`src/rtl/spart_pkg.sv`:
```
// rtl/spart_pkg.sv - shared bus encodings, FSM states and default divisors for the SPART driver
package spart_pkg;

   localparam logic [1:0] ADDR_BUF   = 2'b00;
   localparam logic [1:0] ADDR_STAT  = 2'b01;
   localparam logic [1:0] ADDR_DB_LO = 2'b10;
   localparam logic [1:0] ADDR_DB_HI = 2'b11;

   localparam logic [15:0] DEF_DB_CFG0 = 16'h12C0;
   localparam logic [15:0] DEF_DB_CFG1 = 16'h2580;
   localparam logic [15:0] DEF_DB_CFG2 = 16'h4B00;
   localparam logic [15:0] DEF_DB_CFG3 = 16'h9600;

   typedef enum logic [2:0] {
      LOAD_LO  = 3'd0,
      LOAD_HI  = 3'd1,
      IDLE     = 3'd2,
      READ     = 3'd3,
      WAIT_TBR = 3'd4,
      WRITE    = 3'd5
   } state_t;

endpackage

```
`src/rtl/spart_driver.sv`:
```
// rtl/spart_driver.sv - programs the SPART baud divisor, then echoes every received byte
// The state names the access to issue at the next edge (load states) or the access on the bus now.
module spart_driver
   import spart_pkg::*;
#(
   parameter logic [15:0] DB_CFG0 = DEF_DB_CFG0,
   parameter logic [15:0] DB_CFG1 = DEF_DB_CFG1,
   parameter logic [15:0] DB_CFG2 = DEF_DB_CFG2,
   parameter logic [15:0] DB_CFG3 = DEF_DB_CFG3
) (
   input  logic       clk,
   input  logic       rst,
   input  logic [1:0] br_cfg,
   input  logic       rda,
   input  logic       tbr,
   output logic       iocs,
   output logic       iorw,
   output logic [1:0] ioaddr,
   output logic [7:0] data_out,
   input  logic [7:0] data_in,
   output logic [7:0] echo_cnt
);

   state_t      state;
   logic [1:0]  br_cfg_q;
   logic [7:0]  hold_byte;
   logic [15:0] db;
   logic        cfg_changed;

   always_comb begin
      db = DB_CFG0;
      case (br_cfg_q)
         2'b00:   db = DB_CFG0;
         2'b01:   db = DB_CFG1;
         2'b10:   db = DB_CFG2;
         default: db = DB_CFG3;
      endcase
   end

   assign cfg_changed = (br_cfg != br_cfg_q);

   always_ff @(posedge clk) begin
      if (rst) begin
         state     <= LOAD_LO;
         iocs      <= 1'b0;
         iorw      <= 1'b1;
         ioaddr    <= ADDR_BUF;
         data_out  <= 8'h00;
         hold_byte <= 8'h00;
         echo_cnt  <= 8'h00;
         br_cfg_q  <= br_cfg;
      end else begin
         // Idle bus values unless a case below issues an access; data_out holds.
         iocs   <= 1'b0;
         iorw   <= 1'b1;
         ioaddr <= ADDR_BUF;
         case (state)
            LOAD_LO: begin
               iocs     <= 1'b1;
               iorw     <= 1'b0;
               ioaddr   <= ADDR_DB_LO;
               data_out <= db[7:0];
               state    <= LOAD_HI;
            end
            LOAD_HI: begin
               iocs     <= 1'b1;
               iorw     <= 1'b0;
               ioaddr   <= ADDR_DB_HI;
               data_out <= db[15:8];
               state    <= IDLE;
            end
            IDLE: begin
               if (cfg_changed) begin
                  br_cfg_q <= br_cfg;
                  state    <= LOAD_LO;
               end else if (rda) begin
                  iocs  <= 1'b1;
                  state <= READ;
               end
            end
            READ: begin
               hold_byte <= data_in;
               state     <= WAIT_TBR;
            end
            WAIT_TBR: begin
               // A baud change abandons the held byte.
               if (cfg_changed) begin
                  br_cfg_q <= br_cfg;
                  state    <= LOAD_LO;
               end else if (tbr) begin
                  iocs     <= 1'b1;
                  iorw     <= 1'b0;
                  data_out <= hold_byte;
                  state    <= WRITE;
               end
            end
            WRITE: begin
               echo_cnt <= echo_cnt + 8'd1;
               state    <= IDLE;
            end
            default: state <= IDLE;
         endcase
      end
   end

endmodule

```
`config.mk`:
```
export PLATFORM = sky130hd
export DESIGN_NAME = spart_driver
export DESIGN_NICKNAME = d
export VERILOG_FILES = /design/src/rtl/spart_pkg.sv /design/src/rtl/spart_driver.sv
export SDC_FILE = /design/constraint.sdc
export NUM_CORES = 1
export LEC_CHECK = 0
export BUFFER_PORTS_ARGS = -buffer_cell sky130_fd_sc_hd__clkbuf_2
export CAP_MARGIN = 40
export CORE_MARGIN = 3
export CORE_UTILIZATION = 48
export CTS_CLUSTER_SIZE = 24
export DETAILED_ROUTE_END_ITERATION = 12
export PLACE_DENSITY = 0.75
export SETUP_SLACK_MARGIN = 0.2
export SLEW_MARGIN = 20
export SYNTH_ARGS = -nofsm -noshare
export SYNTH_HDL_FRONTEND = slang
export SYNTH_SLANG_ARGS = --single-unit
```
`constraint.sdc`:
```
create_clock -name clk -period 1.5 [get_ports clk]
set_clock_uncertainty 0.05 [all_clocks]
set_input_delay 0 -clock clk [delete_from_list [all_inputs] [get_ports clk]]
set_output_delay 0 -clock clk [all_outputs]
set_load 0.005 [all_outputs]
```
Yosys cells after proc, flatten, opt, wreduce, memory -nomap -nowiden
Index checks and enable logic that the tools add are counted.
W data, S select, Z words.
- register bits after elaboration: 33
- input port bits: 14
- output and inout bits: 20
- word-level logic and storage cells: 52
- add/subtract/negate cells: 1
- eq/ne operators: 12
- multiplexer cells: 21
- reductions and logical operators: 10
- operators with widths (cell ; number):
    $pmux W16 S3 ; 1
    $pmux W8 S3 ; 1
    $mux W8 ; 2
    $mux W3 ; 4
    $pmux W3 S4 ; 1
    $add A8 B1 Y8 const B ; 1
    $eq A3 B2 Y1 const B ; 2
    $eq A3 B3 Y1 const B ; 2
    $mux W1 ; 6
    $mux W2 ; 3
    $ne A3 B3 Y1 const B ; 2
    $ne A2 B2 Y1 const B ; 2
    $pmux W2 S2 ; 1
    $reduce_and A2 Y1 ; 2
    $reduce_bool A2 Y1 ; 2
    $reduce_or A2 Y1 ; 2
    $eq A3 B1 Y1 const B ; 1
    $logic_not A3 Y1 ; 1
    $pmux W1 S3 ; 1
    $reduce_and A3 Y1 ; 1
    $reduce_bool A3 Y1 ; 1
    $eq A2 B1 Y1 const B ; 1
    $eq A2 B2 Y1 const B ; 1
    $logic_not A2 Y1 ; 1
    other kinds (2) ; 2

Depth between registers and ports, before layout
- depth after elaboration: 4
- depth in mapped cells: 6
- gate-level depth less buffers: 6

Worst setup path after synthesis
OpenSTA, ideal clock, no wires.
- path type: reg-to-reg
- start: register br_cfg_q[0]
- end: register data_out[7]
- setup time: 134 ps
- arrival: 1334 ps
- data required time: 1316 ps
- path slack: -18 ps
- cell stages (with the launch flop): 7
- buffers on the path: 0
- clock period less this slack: 1518 ps
- cell sequence: edfxtp_1 -> inv_1 -> ha_1 -> o21ba_2 -> a221oi_1 -> a211o_1 -> a21oi_1
- cells in the longest elaborated chain, start to end: 3
- elaborated cells on any way between the ends: 8
- classes of those cells: 4 x eq/ne; 2 x mux; 2 x reduce/logical
- ends and longest elaborated chain (item ; RTL line ; text):
    from (decl) ; spart_driver.sv:25 ; logic [1:0] br_cfg_q;
    from (signal assigned) ; spart_driver.sv:51 ; br_cfg_q <= br_cfg;
    from (signal assigned) ; spart_driver.sv:74 ; br_cfg_q <= br_cfg;
    from (signal assigned) ; spart_driver.sv:88 ; br_cfg_q <= br_cfg;
    $eq A2 B2 Y1 (tied with other cells) ; spart_driver.sv:32 ; case (br_cfg_q)
    $pmux W16 S3 / $ne A2 B2 Y1 (equally long branches) ; n/a ;
    $pmux W8 S3 / $reduce_and A3 Y1 (equally long branches) ; n/a ;
    to (signal assigned) ; spart_driver.sv:62 ; data_out <= db[7:0];
    to (signal assigned) ; spart_driver.sv:69 ; data_out <= db[15:8];
    to (signal assigned) ; spart_driver.sv:93 ; data_out <= hold_byte;
    to (decl) ; spart_driver.sv:19 ; output logic [7:0] data_out,
Several ways; a longest one is shown, not always the timed one.
A chain may end at the register's enable or synchronous reset.

Worst setup path after layout
- start: register br_cfg_q[1]
- end: register data_out[0]
The elaborated chain is that of the path after synthesis.

==> report_table.html <==
<table>
<tr><th>Metric</th><th>Value</th></tr>
<tr><th colspan="2">Logic synthesis</th></tr>
<tr><td>Largest cells by area after synthesis</td><td>sky130_fd_sc_hd__dfxtp_1 (40%), sky130_fd_sc_hd__a21oi_1 (6.4%), sky130_fd_sc_hd__nand2_1 (5.8%)</td></tr>
<tr><td>Share of the yosys chip area belonging to registers</td><td>43.7%</td></tr>
<tr><td>Most used standard cell by instance count after synthesis</td><td>sky130_fd_sc_hd__dfxtp_1</td></tr>
<tr><td>Proportion of netlist area held by the largest area contributor</td><td>39.9%</td></tr>
<tr><td>Synth Net Count</td><td>194</td></tr>
<tr><td>Flip-flop and latch count after synthesis</td><td>33</td></tr>
<tr><td>Post-synthesis average cell area</td><td>8.95 µm²</td></tr>
<tr><td>Post-synthesis cell count</td><td>174</td></tr>
<tr><td>Count of unique library cells instantiated by Yosys</td><td>41</td></tr>
<tr><td>Post-synthesis instance area</td><td>1560 µm²</td></tr>
<tr><td>Synth Warn #</td><td>0</td></tr>
<tr><td>Top flip-flop cell by instance count after synthesis</td><td>sky130_fd_sc_hd__dfxtp_1</td></tr>
<tr><td>Post-synth ARST share</td><td>0%</td></tr>
<tr><td>Number of flops mapped to enable cells by yosys</td><td>2</td></tr>
<tr><td>Top cells by instance count after synthesis</td><td>sky130_fd_sc_hd__dfxtp_1 (31), sky130_fd_sc_hd__nand2_1 (24), sky130_fd_sc_hd__a21oi_1 (20)</td></tr>
<tr><td>Area leader, netlist</td><td>sky130_fd_sc_hd__dfxtp_1</td></tr>
<tr><th colspan="2">Clocking</th></tr>
<tr><td>Clock buffer count from CTS</td><td>5</td></tr>
<tr><td>Number of levels the H-tree was split into</td><td>2</td></tr>
<tr><td>TritonCTS Sinks</td><td>33</td></tr>
<tr><td>Clock latency of the later-clocked register in the worst-skew pair</td><td>0.36 ns</td></tr>
<tr><td>Clock tree root buffer cell</td><td>sky130_fd_sc_hd__clkbuf_4</td></tr>
<tr><td>Clock-pin slew on the worst setup and hold paths</td><td>0.12 ns</td></tr>
<tr><td>CTS Buffer Depth</td><td>2</td></tr>
<tr><td>TritonCTS clock tree</td><td>built</td></tr>
<tr><th colspan="2">Cells and area</th></tr>
<tr><td>Area of all sequential standard cells</td><td>686 µm²</td></tr>
<tr><td>Number of standard cells in the layout, taps in and fillers out</td><td>288</td></tr>
<tr><td>Fraction of final layout cells with drive strength greater than 1</td><td>43.9%</td></tr>
<tr><td>Final antenna diode count</td><td>0</td></tr>
<tr><td>Utilization of the core after routing</td><td>75.8%</td></tr>
<tr><td>Area occupied by multi-input gates</td><td>967 µm²</td></tr>
<tr><td>Post-layout net count</td><td>263</td></tr>
<tr><td>Fill count</td><td>218</td></tr>
<tr><td>Area growth from synthesis to layout</td><td>49.8%</td></tr>
<tr><td>Total non-filler cell area in the finished layout</td><td>2330 µm²</td></tr>
<tr><th colspan="2">Drt</th></tr>
<tr><td>Top routing layer in use</td><td>met4</td></tr>
<tr><td>Total vias in the final route</td><td>1550</td></tr>
<tr><td>Antenna viol nets, final</td><td>0</td></tr>
<tr><td>DRC</td><td>0</td></tr>
<tr><td>Wire length per cell after detailed routing</td><td>15.6 µm</td></tr>
<tr><td>Detailed-routed wire length on met2</td><td>2.20 mm</td></tr>
<tr><td>Length of routed met3 wiring</td><td>338 µm</td></tr>
<tr><td>Sum of routed wire length over all layers</td><td>4.51 mm</td></tr>
<tr><td>Met1 wire length</td><td>1.83 mm</td></tr>
<tr><td>TritonRoute pass-1 iters</td><td>4</td></tr>
<tr><td>Starting DRC count in detailed routing</td><td>101</td></tr>
<tr><td>Vias per cell</td><td>5.38</td></tr>
<tr><th colspan="2">Place</th></tr>
<tr><td>DP Wirelength</td><td>2.55 mm</td></tr>
<tr><td>Cell Count Post-Placement</td><td>256</td></tr>
<tr><td>Final estimated routing congestion in global placement</td><td>0.945</td></tr>
<tr><td>PortBufs</td><td>33</td></tr>
<tr><td>Placed cell area</td><td>1840 µm²</td></tr>
<tr><th colspan="2">STA</th></tr>
<tr><td>Max Slew Vio Count</td><td>0</td></tr>
<tr><td>Final count of hold timing violations</td><td>0</td></tr>
<tr><td>Post-route clock period utilization</td><td>117%</td></tr>
<tr><td>Setup slack after layout</td><td>-0.248 ns</td></tr>
<tr><td>RSZ-0062 raised after global routing</td><td>yes</td></tr>
<tr><td>Final hold slack</td><td>0.0514 ns</td></tr>
<tr><td>Worst Tran Pin Value</td><td>0.469 ns</td></tr>
<tr><td>Peak Freq</td><td>572 MHz</td></tr>
<tr><td>Final worst path period need</td><td>1.75 ns</td></tr>
<tr><td>Number of setup violations in the final report</td><td>15</td></tr>
<tr><td>Slew margin rel.</td><td>68.6%</td></tr>
<tr><th colspan="2">Die</th></tr>
<tr><td>Standard cell core area</td><td>3080 µm²</td></tr>
<tr><td>Site row count</td><td>20</td></tr>
<tr><td>Die Span X</td><td>62.9 µm</td></tr>
<tr><td>Area of the die</td><td>3960 µm²</td></tr>
<tr><td>Boundary pin count</td><td>34</td></tr>
<tr><td>Overall die height</td><td>62.9 µm</td></tr>
<tr><td>Starting density of the core</td><td>50.6%</td></tr>
<tr><th colspan="2">Status</th></tr>
<tr><td>Status</td><td>finished, violations left</td></tr>
<tr><td>Violations in the final reports</td><td>setup timing</td></tr>
<tr><th colspan="2">Global route</th></tr>
<tr><td>Antenna violations before repair</td><td>0</td></tr>
<tr><td>Via count of the first global-routing pass</td><td>1513</td></tr>
<tr><td>Pin count of the biggest net entering global routing</td><td>20</td></tr>
<tr><td>First-pass GRT wire length</td><td>7.12 mm</td></tr>
<tr><td>Remaining global-route overflow</td><td>0</td></tr>
<tr><td>Overall Global Routing Usage</td><td>22.7%</td></tr>
<tr><th colspan="2">Flow run</th></tr>
<tr><td>Reported max-cap violation count</td><td>0</td></tr>
<tr><th colspan="2">Setup path</th></tr>
<tr><td>Depth of the worst register-to-register path</td><td>5</td></tr>
<tr><td>Crit-path max cell delay</td><td>0.51 ns</td></tr>
<tr><td>Source of the worst register-to-register timing path</td><td>br_cfg_q[1]</td></tr>
<tr><td>Cell depth of the worst setup path</td><td>5</td></tr>
<tr><td>Cell family with the largest share of critical-path delay</td><td>flip-flops</td></tr>
<tr><td>Critical path launch point type</td><td>register</td></tr>
<tr><td>Master of the slowest instance on the critical path</td><td>sky130_fd_sc_hd__edfxtp_1</td></tr>
<tr><td>Worst reg2reg path endpoint</td><td>data_out[0]</td></tr>
<tr><td>Worst-path cell chain</td><td>xnor2_2 &gt; buf_6 &gt; a41oi_4 &gt; or3_1 &gt; a21oi_1</td></tr>
<tr><td>Worst setup startpoint</td><td>br_cfg_q[1]</td></tr>
<tr><td>Crit end category</td><td>register</td></tr>
<tr><td>Setup slack, reg-to-reg</td><td>-0.25 ns</td></tr>
<tr><td>Required @ worst endpoint</td><td>1.75 ns</td></tr>
<tr><td>Capture point of the worst path</td><td>data_out[0]</td></tr>
<tr><td>Critical path data arrival time</td><td>2.00 ns</td></tr>
<tr><td>CP max FO</td><td>5</td></tr>
<tr><td>Critical path type</td><td>register to register</td></tr>
<tr><td>WP buf/inv</td><td>1</td></tr>
<tr><th colspan="2">Min path</th></tr>
<tr><td>Hold path cells</td><td>2</td></tr>
<tr><td>Hold/Removal Path Class</td><td>input port to register</td></tr>
<tr><th colspan="2">Pwr</th></tr>
<tr><td>PD cells</td><td>987 nW/µm²</td></tr>
<tr><td>Leak</td><td>0.000932 µW</td></tr>
<tr><td>Maximum VDD drop</td><td>0.718 mV</td></tr>
</table>
-- metrics by stage --
step	total power, µW	setup TNS, ns	setup slack (ns)
finish	2300	-2.57	-0.248
global route	2390	-3.48	-0.299
CTS	2180	-1.14	-0.121
detailed placement	1430	-1.50	-0.197
global placement	1420	-0.502	-0.0802
floorplan	1270	0	0.00348
-- layout make-up --
cell class | instances | area share, %
inverter | 6 | 1.07
timing repair buffer | 71 | 22.3
tap | 44 | 2.36
clock buffer | 8 | 3.43
sequential | 33 | 29.4
multi-input combinational | 126 | 41.5
-- report_power, final --
part           switching [µW]  leakage [µW]  internal [µW]  total, µW
combinational             319      0.000615            331        650
sequential               49.2      0.000274            944        994
clock                     327     0.0000437            331        658
total                     695      0.000932           1610       2300
-- routing by layer --
layer	GRT usage, %	vias up
met3	8.27	15
met2	35.8	64
met1	27.6	717
met5	0	-
met4	9.92	0
li1	-	754
-- cells by family (layout without fill, tap and decap cells) --
| family | after synthesis | in the layout | synth area share [%] |
|---|---|---|---|
| adder cells (fa/ha/maj) | 6 | 6 | 4.82 |
| flip-flops | 33 | 33 | 43.7 |
| AND/OR/NAND/NOR | 71 | 71 | 23.2 |
| buffers and inverters | 16 | 85 | 5.06 |
| XOR/XNOR | 8 | 8 | 5.47 |
| AO/OA/AOI/OAI | 40 | 41 | 17.7 |
-- registers in the layout (all words and copies together) (netlist names) --
| signal | cells |
|---|---|
| iorw | 1 |
| hold_byte | 8 |
| br_cfg_q | 2 |
| ioaddr | 2 |
| data_out | 8 |
| echo_cnt | 8 |
| state | 3 |
| iocs | 1 |
-- placed cells by master, fill, tap and decap left out, types with 4 or more instances in the layout --
master	netlist	routed
sky130_fd_sc_hd__ha_4	0	4
sky130_fd_sc_hd__nand2_1	24	20
sky130_fd_sc_hd__nor2_1	8	8
sky130_fd_sc_hd__dlygate4sd3_1	0	11
sky130_fd_sc_hd__a21oi_2	1	4
sky130_fd_sc_hd__buf_6	2	11
sky130_fd_sc_hd__buf_4	1	16
sky130_fd_sc_hd__dfxtp_1	31	27
sky130_fd_sc_hd__nand3_1	9	8
sky130_fd_sc_hd__clkbuf_4	0	5
sky130_fd_sc_hd__dfxtp_2	0	4
sky130_fd_sc_hd__a21oi_1	20	17
sky130_fd_sc_hd__clkbuf_2	0	33
sky130_fd_sc_hd__or3_1	8	6
-- worst min-delay path by stage --
stage	slack, ns	from	to
floorplan	0.03	rst	ioaddr[1]
global placement	0.19	br_cfg[1]	br_cfg_q[1]
detailed placement	0.18	br_cfg[0]	br_cfg_q[0]
CTS	0.03	rst	iocs
global route	0.09	rst	iocs
finish	0.05	rst	iocs
-- what timing repair did --
item / CTS / global route
cloned: 1 / 0
hold endpoints to repair: 12 / 0
pin swaps: 13 / 14
setup buffers: 9 / 3
hold buffers: 11 / 0
setup endpoints to repair: 18 / 29
resized for setup: 20 / 28
(Power assumes the default switching activity.)
